$ cat src/rtl/multicycle_control.sv
// Multicycle MIPS-style control unit: Moore FSM with a memory handshake and async reset.
// Optional zero-extended andi/ori immediates are compiled in when ZERO_EXT_EN is defined.
module multicycle_control (
  input  logic       clk,
  input  logic       reset,
  input  logic [5:0] opcode,
  input  logic       zero,
  input  logic       mem_ready,
  output logic       pc_en,
  output logic       ir_write,
  output logic       i_or_d,
  output logic       mem_read,
  output logic       mem_write,
  output logic       mem_to_reg,
  output logic       reg_dst,
  output logic       reg_write,
  output logic       alu_src_a,
  output logic       ext_sel,
  output logic [1:0] alu_src_b,
  output logic [1:0] alu_op,
  output logic [1:0] pc_src,
  output logic [3:0] state,
  output logic       illegal
);

  typedef enum logic [3:0] {
    FETCH   = 4'd0,
    DECODE  = 4'd1,
    MEMADR  = 4'd2,
    MEMRD   = 4'd3,
    MEMWB   = 4'd4,
    MEMWR   = 4'd5,
    RTYPEEX = 4'd6,
    RTYPEWB = 4'd7,
    BEQEX   = 4'd8,
    ADDIEX  = 4'd9,
    ADDIWB  = 4'd10,
    JEX     = 4'd11
  } state_t;

  localparam logic [5:0] OP_RTYPE = 6'h00;
  localparam logic [5:0] OP_J     = 6'h02;
  localparam logic [5:0] OP_BEQ   = 6'h04;
  localparam logic [5:0] OP_ADDI  = 6'h08;
  localparam logic [5:0] OP_LW    = 6'h23;
  localparam logic [5:0] OP_SW    = 6'h2B;

  state_t state_reg;
  logic   decode_zext;
  logic   decode_legal;
  logic   zext_reg;

`ifdef ZERO_EXT_EN
  localparam logic [5:0] OP_ANDI = 6'h0C;
  localparam logic [5:0] OP_ORI  = 6'h0D;

  assign decode_zext = (opcode == OP_ANDI) || (opcode == OP_ORI);

  // Opcode is only looked at in DECODE, so remember the extension mode for ADDIEX/ADDIWB.
  always_ff @(posedge clk or posedge reset) begin
    if (reset) begin
      zext_reg <= 1'b0;
    end else if (state_reg == DECODE) begin
      zext_reg <= decode_zext;
    end
  end
`else
  assign decode_zext = 1'b0;
  assign zext_reg    = 1'b0;
`endif

  assign decode_legal = (opcode == OP_LW) || (opcode == OP_SW) || (opcode == OP_RTYPE) ||
                        (opcode == OP_BEQ) || (opcode == OP_ADDI) || (opcode == OP_J) ||
                        decode_zext;

  always_ff @(posedge clk or posedge reset) begin
    if (reset) begin
      state_reg <= FETCH;
    end else begin
      case (state_reg)
        FETCH:   if (mem_ready) state_reg <= DECODE;
        DECODE: begin
          case (opcode)
            OP_LW, OP_SW: state_reg <= MEMADR;
            OP_RTYPE:     state_reg <= RTYPEEX;
            OP_BEQ:       state_reg <= BEQEX;
            OP_ADDI:      state_reg <= ADDIEX;
            OP_J:         state_reg <= JEX;
            default:      state_reg <= decode_zext ? ADDIEX : FETCH;
          endcase
        end
        MEMADR:  state_reg <= (opcode == OP_LW) ? MEMRD : MEMWR;
        MEMRD:   if (mem_ready) state_reg <= MEMWB;
        MEMWR:   if (mem_ready) state_reg <= FETCH;
        RTYPEEX: state_reg <= RTYPEWB;
        ADDIEX:  state_reg <= ADDIWB;
        default: state_reg <= FETCH;
      endcase
    end
  end

  assign state   = state_reg;
  assign illegal = (state_reg == DECODE) && !decode_legal;

  always_comb begin
    pc_en      = 1'b0;
    ir_write   = 1'b0;
    i_or_d     = 1'b0;
    mem_read   = 1'b0;
    mem_write  = 1'b0;
    mem_to_reg = 1'b0;
    reg_dst    = 1'b0;
    reg_write  = 1'b0;
    alu_src_a  = 1'b0;
    ext_sel    = 1'b0;
    alu_src_b  = 2'b00;
    alu_op     = 2'b00;
    pc_src     = 2'b00;
    case (state_reg)
      FETCH: begin
        mem_read  = 1'b1;
        alu_src_b = 2'b01;
        // Reset holds the state at FETCH, so the handshake-gated writes must also see reset.
        ir_write  = mem_ready && !reset;
        pc_en     = mem_ready && !reset;
      end
      DECODE: begin
        alu_src_b = 2'b11;
      end
      MEMADR: begin
        alu_src_a = 1'b1;
        alu_src_b = 2'b10;
      end
      MEMRD: begin
        i_or_d   = 1'b1;
        mem_read = 1'b1;
      end
      MEMWR: begin
        i_or_d    = 1'b1;
        mem_write = 1'b1;
      end
      MEMWB: begin
        reg_write  = 1'b1;
        mem_to_reg = 1'b1;
      end
      RTYPEEX: begin
        alu_src_a = 1'b1;
        alu_op    = 2'b10;
      end
      RTYPEWB: begin
        reg_write = 1'b1;
        reg_dst   = 1'b1;
      end
      BEQEX: begin
        alu_src_a = 1'b1;
        alu_op    = 2'b01;
        pc_src    = 2'b01;
        pc_en     = zero;
      end
      ADDIEX: begin
        alu_src_a = 1'b1;
        alu_src_b = 2'b10;
        alu_op    = zext_reg ? 2'b11 : 2'b00;
        ext_sel   = zext_reg;
      end
      ADDIWB: begin
        reg_write = 1'b1;
        ext_sel   = zext_reg;
      end
      JEX: begin
        pc_src = 2'b10;
        pc_en  = 1'b1;
      end
      default: begin
      end
    endcase
  end

endmodule
$ cat config.mk
export PLATFORM = sky130hd
export DESIGN_NAME = multicycle_control
export DESIGN_NICKNAME = d
export VERILOG_FILES = /design/src/rtl/multicycle_control.sv
export SDC_FILE = /design/constraint.sdc
export NUM_CORES = 1
export LEC_CHECK = 0
export ABC_AREA = 1
export CAP_MARGIN = 20
export CORE_AREA = 4 4 41 43
export DETAILED_ROUTE_END_ITERATION = 7
export DIE_AREA = 0 0 45 47
export DONT_BUFFER_PORTS = 1
export MAX_ROUTING_LAYER = met4
export PLACE_DENSITY = 0.65
export SLEW_MARGIN = 20
export SYNTH_ARGS = -nofsm -noshare
export SYNTH_HDL_FRONTEND = slang
export SYNTH_SLANG_ARGS = --single-unit
$ cat constraint.sdc
create_clock -name clk -period 3.1 [get_ports clk]
set_input_delay 0.465 -clock clk [delete_from_list [all_inputs] [get_ports clk]]
set_output_delay 0.465 -clock clk [all_outputs]
set_load 0.01 [all_outputs]
==> reports/metrics.cfg, run 1 <==
[synth]
syn-cell-area_um2=561
syn_inst=103
yosysTopAreaCell=nand2_1
synth_area_leaders=nand2_1 19%, dfrtp_1 18%, nor2_1 15%, inv_1 11%, nand3_1 8.9%
synth_area_per_cell_um2=5.44
synthesis.nets=113
synth_warnings=0
yosysSeqAreaShare_pct=17.9
yosysUniqueCellTypes=18
ys_ff_latch=4
synth_top_area_share_pct=19.4

[setup_path]
worstSetupStartpointType=flip-flop
required_ns=2.63
path_class=reg -> out
arrival_ns=1.70
cp_max_fo=9
worstSetupEndpointType=output pin

[layout]
area_growth_pct=2.68
final_util_pct=44.2
nNetsFinal=115
largest_reg_flops=4
final_cells=118
layout_commonest_cell=nand2_1
final_cell_mix=29 x nand2_1, 22 x nor2_1, 16 x inv_1
diodes=0
layout-drive-gt1-share_pct=11.7

[clock_tree]
cts_inserted_buffers=3
cts_num_sinks=4
clk_latency_ns=0.23
ctsResizeCount=0
clk_path_buf_depth=2
root_buffer=clkbuf_4
clk_pin_slew_worst_paths_ns=0.03
cts_hold_buffers=0
post_cts_buffers=0
cts_tree=yes
h-tree-depth=1

[pwr]
power_density_nw_per_um2=700
peakVddDrop_v=0.000309
p_leak_nw=0.345

[placed_design]
dp_hpwl_mm=1.16
dp.cells=115
port_buffers=0
place_congestion=0.858

[timing]
fin_crit_sh_pct=69.7
setup_viol=0
timing.fmax_mhz=463
layout_min_cycle_time_ns=2.16
timing.hold.ws_ns=0.0173
finalHoldViolCount=0
rsz0062_at_grt=no
relSlewSlack_pct=66.2
fin_skew_ns=0.00207
tightestPinTransition_ns=0.506
final.setup.tns_ns=0
drv_slew=0

[global_route]
track_usage_pct=13.9
antenna_found_initial=0
grt_max_degree=10
grt_pass1_wl_mm=2.05
grt_remaining_overflow=0
grt_pass1_vias=499

[route]
routed_wirelength_mm=1.34
drt-initial-drc-count=11
first_pass_iters=4
vias=595
wl_per_cell_um=11.4
antenna_left=0
drc=0
vias_per_cell=5.04

[die]
die_area_um2=2120
die_w_um=45
fp.dieH_um=47
io_pins=31
initial_core_util_pct=43.1
core-area_um2=1300
rows=13

[job]
drv_cap=0

[worst_hold_path]
hold_path_class=in -> async

[run_status]
status=completed

-- metal layers --
| metal | share of wire [%] | routed length (um) | global-route usage [%] |
|---|---|---|---|
| met5 | 0 | 0 | - |
| met4 | 0 | 0 | 7.02 |
| met3 | 8.3 | 112 | 4.60 |
| met2 | 45 | 608 | 18.9 |
| met1 | 46 | 622 | 18.2 |
-- worst max-delay path, cell delays in order, from the launching register on --
cell and delay (ns):
dfrtp_1 0.55, nor2_1 0.24, inv_1 0.08, nor2_1 0.36, nand2_1 0.09, nand2_1 0.13
-- layout make-up --
cell class | count | area, um^2
inverters | 18 | 67.6
clock buffers | 3 | 22.5
fillers | 151 | 726
flip-flops and latches | 4 | 100
well taps | 15 | 18.8
multi-input cells | 78 | 367
-- cell usage after synthesis (all sizes together) --
cell type,count
nand2,32
nor2,24
inv,18
nand3,11
o21ai,5
dfrtp,4
buf,3
a21oi,2
conb,1
nand3b,1
nand4,1
nor3,1
-- report_power, final --
group	leakage (nW)	internal, mW	total (mW)	switching (mW)
registers	0.0534	0.0662	0.101	0.0348
clock network	0.0138	0.0430	0.0610	0.0179
logic	0.278	0.0716	0.241	0.169
-- cell families after synthesis --
group / synth area share, %
AND/OR/NAND/NOR: 58.5
buffers and inverters: 16.7
AO/OA/AOI/OAI: 6.25
flip-flops: 17.9
other: 0.669
-- worst paths after layout --
check / from / end / slack (ns) / cells after the start
setup / recovery: state[1] / pc_en / 0.94 / 5
hold / removal: reset / state[2] / 0.02 / 1
setup reg to reg: state[1] / state[2] / 1.69 / 6
hold reg to reg: state[0] / state[0] / 0.69 / 2
max in group asynchronous: reset / state[3] / 2.92 / 1
min in group clk: mem_ready / state[2] / 0.45 / 3
-- stage by stage --
stage	worst slack [ns]	instance area (um^2)	power, mW
final	0.939	576	0.403
after global routing	0.797	576	0.443
after CTS	0.917	576	0.408
after detailed placement	1.17	553	0.343
after global placement	1.20	553	0.342
after floorplan	1.44	561	0.310
No activity file was read; power rests on OpenSTA's default activity.
==> run 2, diff against run 1 <==
==> constraint.sdc (replaced) <==
create_clock -name clk -period 2.2 [get_ports clk]
set_input_delay 0.33 -clock clk [delete_from_list [all_inputs] [get_ports clk]]
set_output_delay 0.33 -clock clk [all_outputs]
set_load 0.01 [all_outputs]
==> reports/metrics.cfg, run 2 (synthesis gave the netlist of run 1 again) <==
[layout]
final_util_pct=45.6  ; was 44.2%
fillers=142  ; was 151
area_growth_pct=5.80  ; was 2.68%
layout-drive-gt1-share_pct=12.4  ; was 11.7%
nNetsFinal=117  ; was 115
final_cells=120  ; was 118
final_cell_mix=29 x nand2_1, 22 x nor2_1, 16 x inv_1  ; unchanged
diodes=0  ; unchanged
largest_reg_flops=4  ; unchanged
layout_commonest_cell=nand2_1  ; unchanged

[route]
routed_wirelength_mm=1.36  ; was 1.34 mm
drt-initial-drc-count=24  ; was 11
drc=0  ; unchanged
vias=597  ; was 595
first_pass_iters=4  ; unchanged
wl_per_cell_um=11.3  ; was 11.4 um
vias_per_cell=4.98  ; was 5.04
antenna_left=0  ; unchanged

[pwr]
peakVddDrop_v=0.000461  ; was 0.000309 V
power_density_nw_per_um2=963  ; was 700 nW/um^2
p_leak_nw=0.355  ; was 0.345 nW
total_power_mw=0.571  ; was 0.403 mW

[global_route]
grt_remaining_overflow=0  ; unchanged
met3_usage_pct=4.60  ; unchanged
met1_usage_pct=18.5  ; was 18.2%
global_route.peak_usage_layer=met2  ; unchanged
track_usage_pct=15.2  ; was 13.9%
grt_pass1_wl_mm=2.24  ; was 2.05 mm
grt_use_met2_pct=22.9  ; was 18.9%
grt_max_degree=10  ; unchanged
grt_pass1_vias=543  ; was 499
antenna_found_initial=0  ; unchanged

[die]
rows=13  ; unchanged
core-area_um2=1300  ; unchanged
fp.dieH_um=47  ; unchanged
io_pins=31  ; unchanged
die_area_um2=2120  ; unchanged
die_w_um=45  ; unchanged
initial_core_util_pct=43.1  ; unchanged

[timing]
final.setup.tns_ns=0  ; unchanged
layout_min_cycle_time_ns=1.88
drv_slew=0  ; unchanged
finalHoldViolCount=0  ; unchanged
rsz0062_at_grt=no  ; unchanged
timing.fmax_mhz=531
fin_crit_sh_pct=85.5
fin_skew_ns=0.00215  ; was 0.00207 ns
timing.hold.ws_ns=0.314  ; was 0.0173 ns
setup_viol=0  ; unchanged

[clock_tree]
h-tree-depth=1  ; unchanged
cts_tree=yes  ; unchanged
cts_hold_buffers=1  ; was 0
clk_latency_ns=0.23  ; about the same
post_cts_buffers=0  ; unchanged
cts_num_sinks=4  ; unchanged
clk_pin_slew_worst_paths_ns=0.04  ; was 0.03 ns
root_buffer=clkbuf_4  ; unchanged
ctsResizeCount=0  ; unchanged
cts_inserted_buffers=3  ; unchanged
clk_path_buf_depth=2  ; unchanged

[placed_design]
place_congestion=0.820  ; was 0.858
port_buffers=0  ; unchanged
dp_hpwl_mm=1.18  ; was 1.16 mm
dp.cells=116  ; was 115

[setup_path]
worstRegToRegCells=6  ; unchanged
cp_max_fo=9  ; unchanged
critical_path.most_common_cell=nor2_1
cp.depth=5  ; unchanged
arrival_ns=1.55  ; was 1.70 ns
worst-path-buf-inv=1  ; unchanged
cp_cell_sequence=nor2_1, inv_1, nor2_1, nor2_1, o21ai_0  ; was nor2_1, inv_1, nor2_1, nand2_1, nand2_1
startpoint=state[1]  ; unchanged
path_class=reg -> out  ; unchanged
setup.worst_path.end=reg_write  ; was pc_en
critPathMaxStageDelay_ns=0.55  ; about the same
worstSetupStartpointType=flip-flop  ; unchanged
worstSetupEndpointType=output pin  ; unchanged
required_ns=1.87  ; was 2.63 ns
regToRegStartpoint=state[1]  ; unchanged
slowest_stage=dfrtp_1  ; unchanged
reg2reg_setup_slack_ns=0.81  ; was 1.69 ns
cp_top_family=flip-flops  ; was simple AND/OR/NAND/NOR gates
reg2reg_to=state[2]  ; unchanged

[run_status]
status=completed  ; unchanged

[worst_hold_path]
worstHoldStart=mem_ready
hold_path_class=in -> reg  ; was in -> async

[job]
drv_cap=0  ; unchanged

[run 2: worst min-delay path by stage]
stage	slack, ns	end	cells past startpoint
CTS	0.31	state[2]	3
global route	0.36	state[2]	3
finish	0.31	state[2]	3
floorplan	0.10	state[0]	1
detailed placement	0.12	state[0]	1
global placement	0.12	state[0]	1
[run 2: worst reg2reg max path: stages, from the launching register on]
cell	delay, ns
dfrtp_1	0.64
nand2_2	0.16
nor2_1	0.26
nor2_1	0.07
nand3_1	0.08
nand2_1	0.05
nand2_1	0.05
[run 2: through the flow]
step | setup slack [ns] | instance area (um^2)
after detailed placement | 0.556 | 561
final | 0.318 | 593
after global placement | 0.585 | 561
after CTS | 0.303 | 593
after global routing | 0.150 | 593
after floorplan | 0.674 | 561
[run 2: layout make-up]
class | instances | area [um^2] | share of cell area, %
clock buffers | 3 | 22.5 | 3.80
inverters | 18 | 67.6 | 11.4
multi-input cells | 78 | 367 | 61.8
flip-flops and latches | 4 | 100 | 16.9
well taps | 15 | 18.8 | 3.16
repair buffers | 2 | 17.5 | 2.95
[run 2: power by group]
group | internal [mW] | switching, mW
clock | 0.0607 | 0.0255
sequential | 0.0933 | 0.0482
combinational | 0.104 | 0.240
[run 2: layer usage]
metal | up-vias | wire (um)
li1 | 316 | -
met1 | 264 | 604
met2 | 17 | 637
met3 | 0 | 118
met4 | 0 | 0
met5 | - | 0
==> run 3, diff against run 2 <==
--- a/config.mk
+++ b/config.mk
@@ -7,12 +7,11 @@
 export LEC_CHECK = 0
 export ABC_AREA = 1
 export CAP_MARGIN = 20
-export CORE_AREA = 4 4 41 43
+export CORE_AREA = 2 2 39 41
 export DETAILED_ROUTE_END_ITERATION = 7
-export DIE_AREA = 0 0 45 47
+export DIE_AREA = 0 0 41 43
 export DONT_BUFFER_PORTS = 1
 export MAX_ROUTING_LAYER = met4
-export PLACE_DENSITY = 0.65
 export SLEW_MARGIN = 20
 export SYNTH_ARGS = -nofsm -noshare
 export SYNTH_HDL_FRONTEND = slang
==> reports/metrics.cfg, run 3 (synthesis gave the netlist of run 1 again) <==
[pwr]
p_leak_nw=0.355  ; unchanged
total_power_mw=0.571  ; about the same
power_density_nw_per_um2=961  ; was 963 nW/um^2
peakVddDrop_v=0.000302  ; was 0.000461 V

[route]
drc=0  ; unchanged
vias_per_cell=4.90  ; was 4.98
wl_per_cell_um=10.3  ; was 11.3 um
first_pass_iters=4  ; unchanged
routed_wirelength_mm=1.25  ; was 1.36 mm
vias=593  ; was 597
drt-initial-drc-count=6  ; was 24
antenna_left=0  ; unchanged

[layout]
layout_commonest_cell=nand2_1  ; unchanged
largest_reg_flops=4  ; unchanged
area_growth_pct=6.03  ; was 5.80%
diodes=0  ; unchanged
layout-drive-gt1-share_pct=12.4  ; unchanged
nNetsFinal=117  ; unchanged
final_cell_mix=29 x nand2_1, 22 x nor2_1, 16 x inv_1  ; unchanged

[global_route]
grt_remaining_overflow=0  ; unchanged
grt_max_degree=10  ; unchanged
track_usage_pct=17.3  ; was 15.2%
grt_pass1_wl_mm=1.97  ; was 2.24 mm
antenna_found_initial=0  ; unchanged
grt_pass1_vias=559  ; was 543

[placed_design]
dp_hpwl_mm=1.09  ; was 1.18 mm
place_congestion=0.751  ; was 0.820
port_buffers=0  ; unchanged

[timing]
drv_slew=0  ; unchanged
layout_min_cycle_time_ns=1.84  ; was 1.88 ns
final.setup.tns_ns=0  ; unchanged
fin_skew_ns=0.00312  ; was 0.00215 ns
rsz0062_at_grt=no  ; unchanged
fin_crit_sh_pct=83.8  ; was 85.5%
finalHoldViolCount=0  ; unchanged
timing.fmax_mhz=543  ; was 531 MHz
setup_viol=0  ; unchanged

[clock_tree]
post_cts_buffers=0  ; unchanged
h-tree-depth=1  ; unchanged
cts_inserted_buffers=3  ; unchanged
clk_pin_slew_worst_paths_ns=0.04  ; about the same
cts_num_sinks=4  ; unchanged
clk_latency_ns=0.23  ; about the same
clk_path_buf_depth=2  ; unchanged
root_buffer=clkbuf_4  ; unchanged
cts_tree=yes  ; unchanged
ctsResizeCount=0  ; unchanged

[setup_path]
regToRegStartpoint=state[1]  ; unchanged
arrival_ns=1.51  ; was 1.55 ns
required_ns=1.87  ; about the same
worstRegToRegCells=6  ; unchanged
reg2reg_to=state[2]  ; unchanged
reg2reg_setup_slack_ns=0.85  ; was 0.81 ns
cp_max_fo=9  ; unchanged
worstSetupStartpointType=flip-flop  ; unchanged
worstSetupEndpointType=output pin  ; unchanged
path_class=reg -> out  ; unchanged

[die]
initial_core_util_pct=40.5  ; was 43.1%
io_pins=31  ; unchanged
rows=14  ; was 13
fp.dieH_um=43  ; was 47 um
die_area_um2=1760  ; was 2120 um^2
die_w_um=41  ; was 45 um
core-area_um2=1380  ; was 1300 um^2

[worst_hold_path]
hold_path_class=in -> reg  ; unchanged
worstHoldStart=mem_ready  ; unchanged
hold-path-cell-count=3  ; unchanged
min_to=state[2]  ; unchanged

[run_status]
status=completed  ; unchanged

[job]
drv_cap=0  ; unchanged

-- run 3: final cells by class --
type,count,area (um^2)
Timing Repair Buffer,2,17.5
Sequential cell,4,100
Tap cell,16,20.0
Fill cell,158,790
Multi-Input combinational cell,78,367
Inverter,18,67.6
Clock buffer,3,22.5
-- run 3: power breakdown --
group	internal, mW	switching [mW]
registers	0.0934	0.0453
logic	0.104	0.240
clock network	0.0608	0.0277
total	0.258	0.313
-- run 3: metrics by stage --
step / setup WS [ns] / cells / hold slack, ns / utilization [%] / instance area, um^2
after floorplan: 0.674 / 103 / 0.104 / - / 561
after global placement: 0.618 / 117 / 0.126 / 40.6 / 562
after detailed placement: 0.595 / 117 / 0.124 / 40.6 / 562
after CTS: 0.342 / 121 / 0.288 / 42.9 / 594
after global routing: 0.162 / 121 / 0.321 / 42.9 / 594
final: 0.357 / 121 / 0.294 / 42.9 / 594
-- run 3: worst max-delay path, cell delays in order, from the launching register on --
cell     delay [ns]
dfrtp_1        0.53
nor2_1         0.23
inv_1          0.08
nor2_1         0.23
nor2_1         0.06
o21ai_0        0.15
-- run 3: repair_timing --
action	in CTS	in global routing
setup endpoints to repair	0	0
endpoints found under the hold margin	4	0
hold buffers	1	0
-- run 3: worst max-delay path by stage --
stage | startpoint | end | slack (ns) | depth (start not counted)
global placement | state[1] | reg_write | 0.62 | 5
floorplan | state[1] | pc_en | 0.67 | 6
detailed placement | state[1] | reg_write | 0.59 | 5
finish | state[1] | reg_write | 0.36 | 5
global route | state[1] | reg_write | 0.16 | 5
CTS | state[1] | reg_write | 0.34 | 5
-- run 3: metal layers --
layer / track usage, % / vias up / part of all wire, %
met2: 28.4 / 23 / 51
met4: 14.0 / 0 / 3.8
met5: - / - / 0
met3: 3.14 / 5 / 6.2
met1: 16.2 / 250 / 38
li1: - / 315 / -
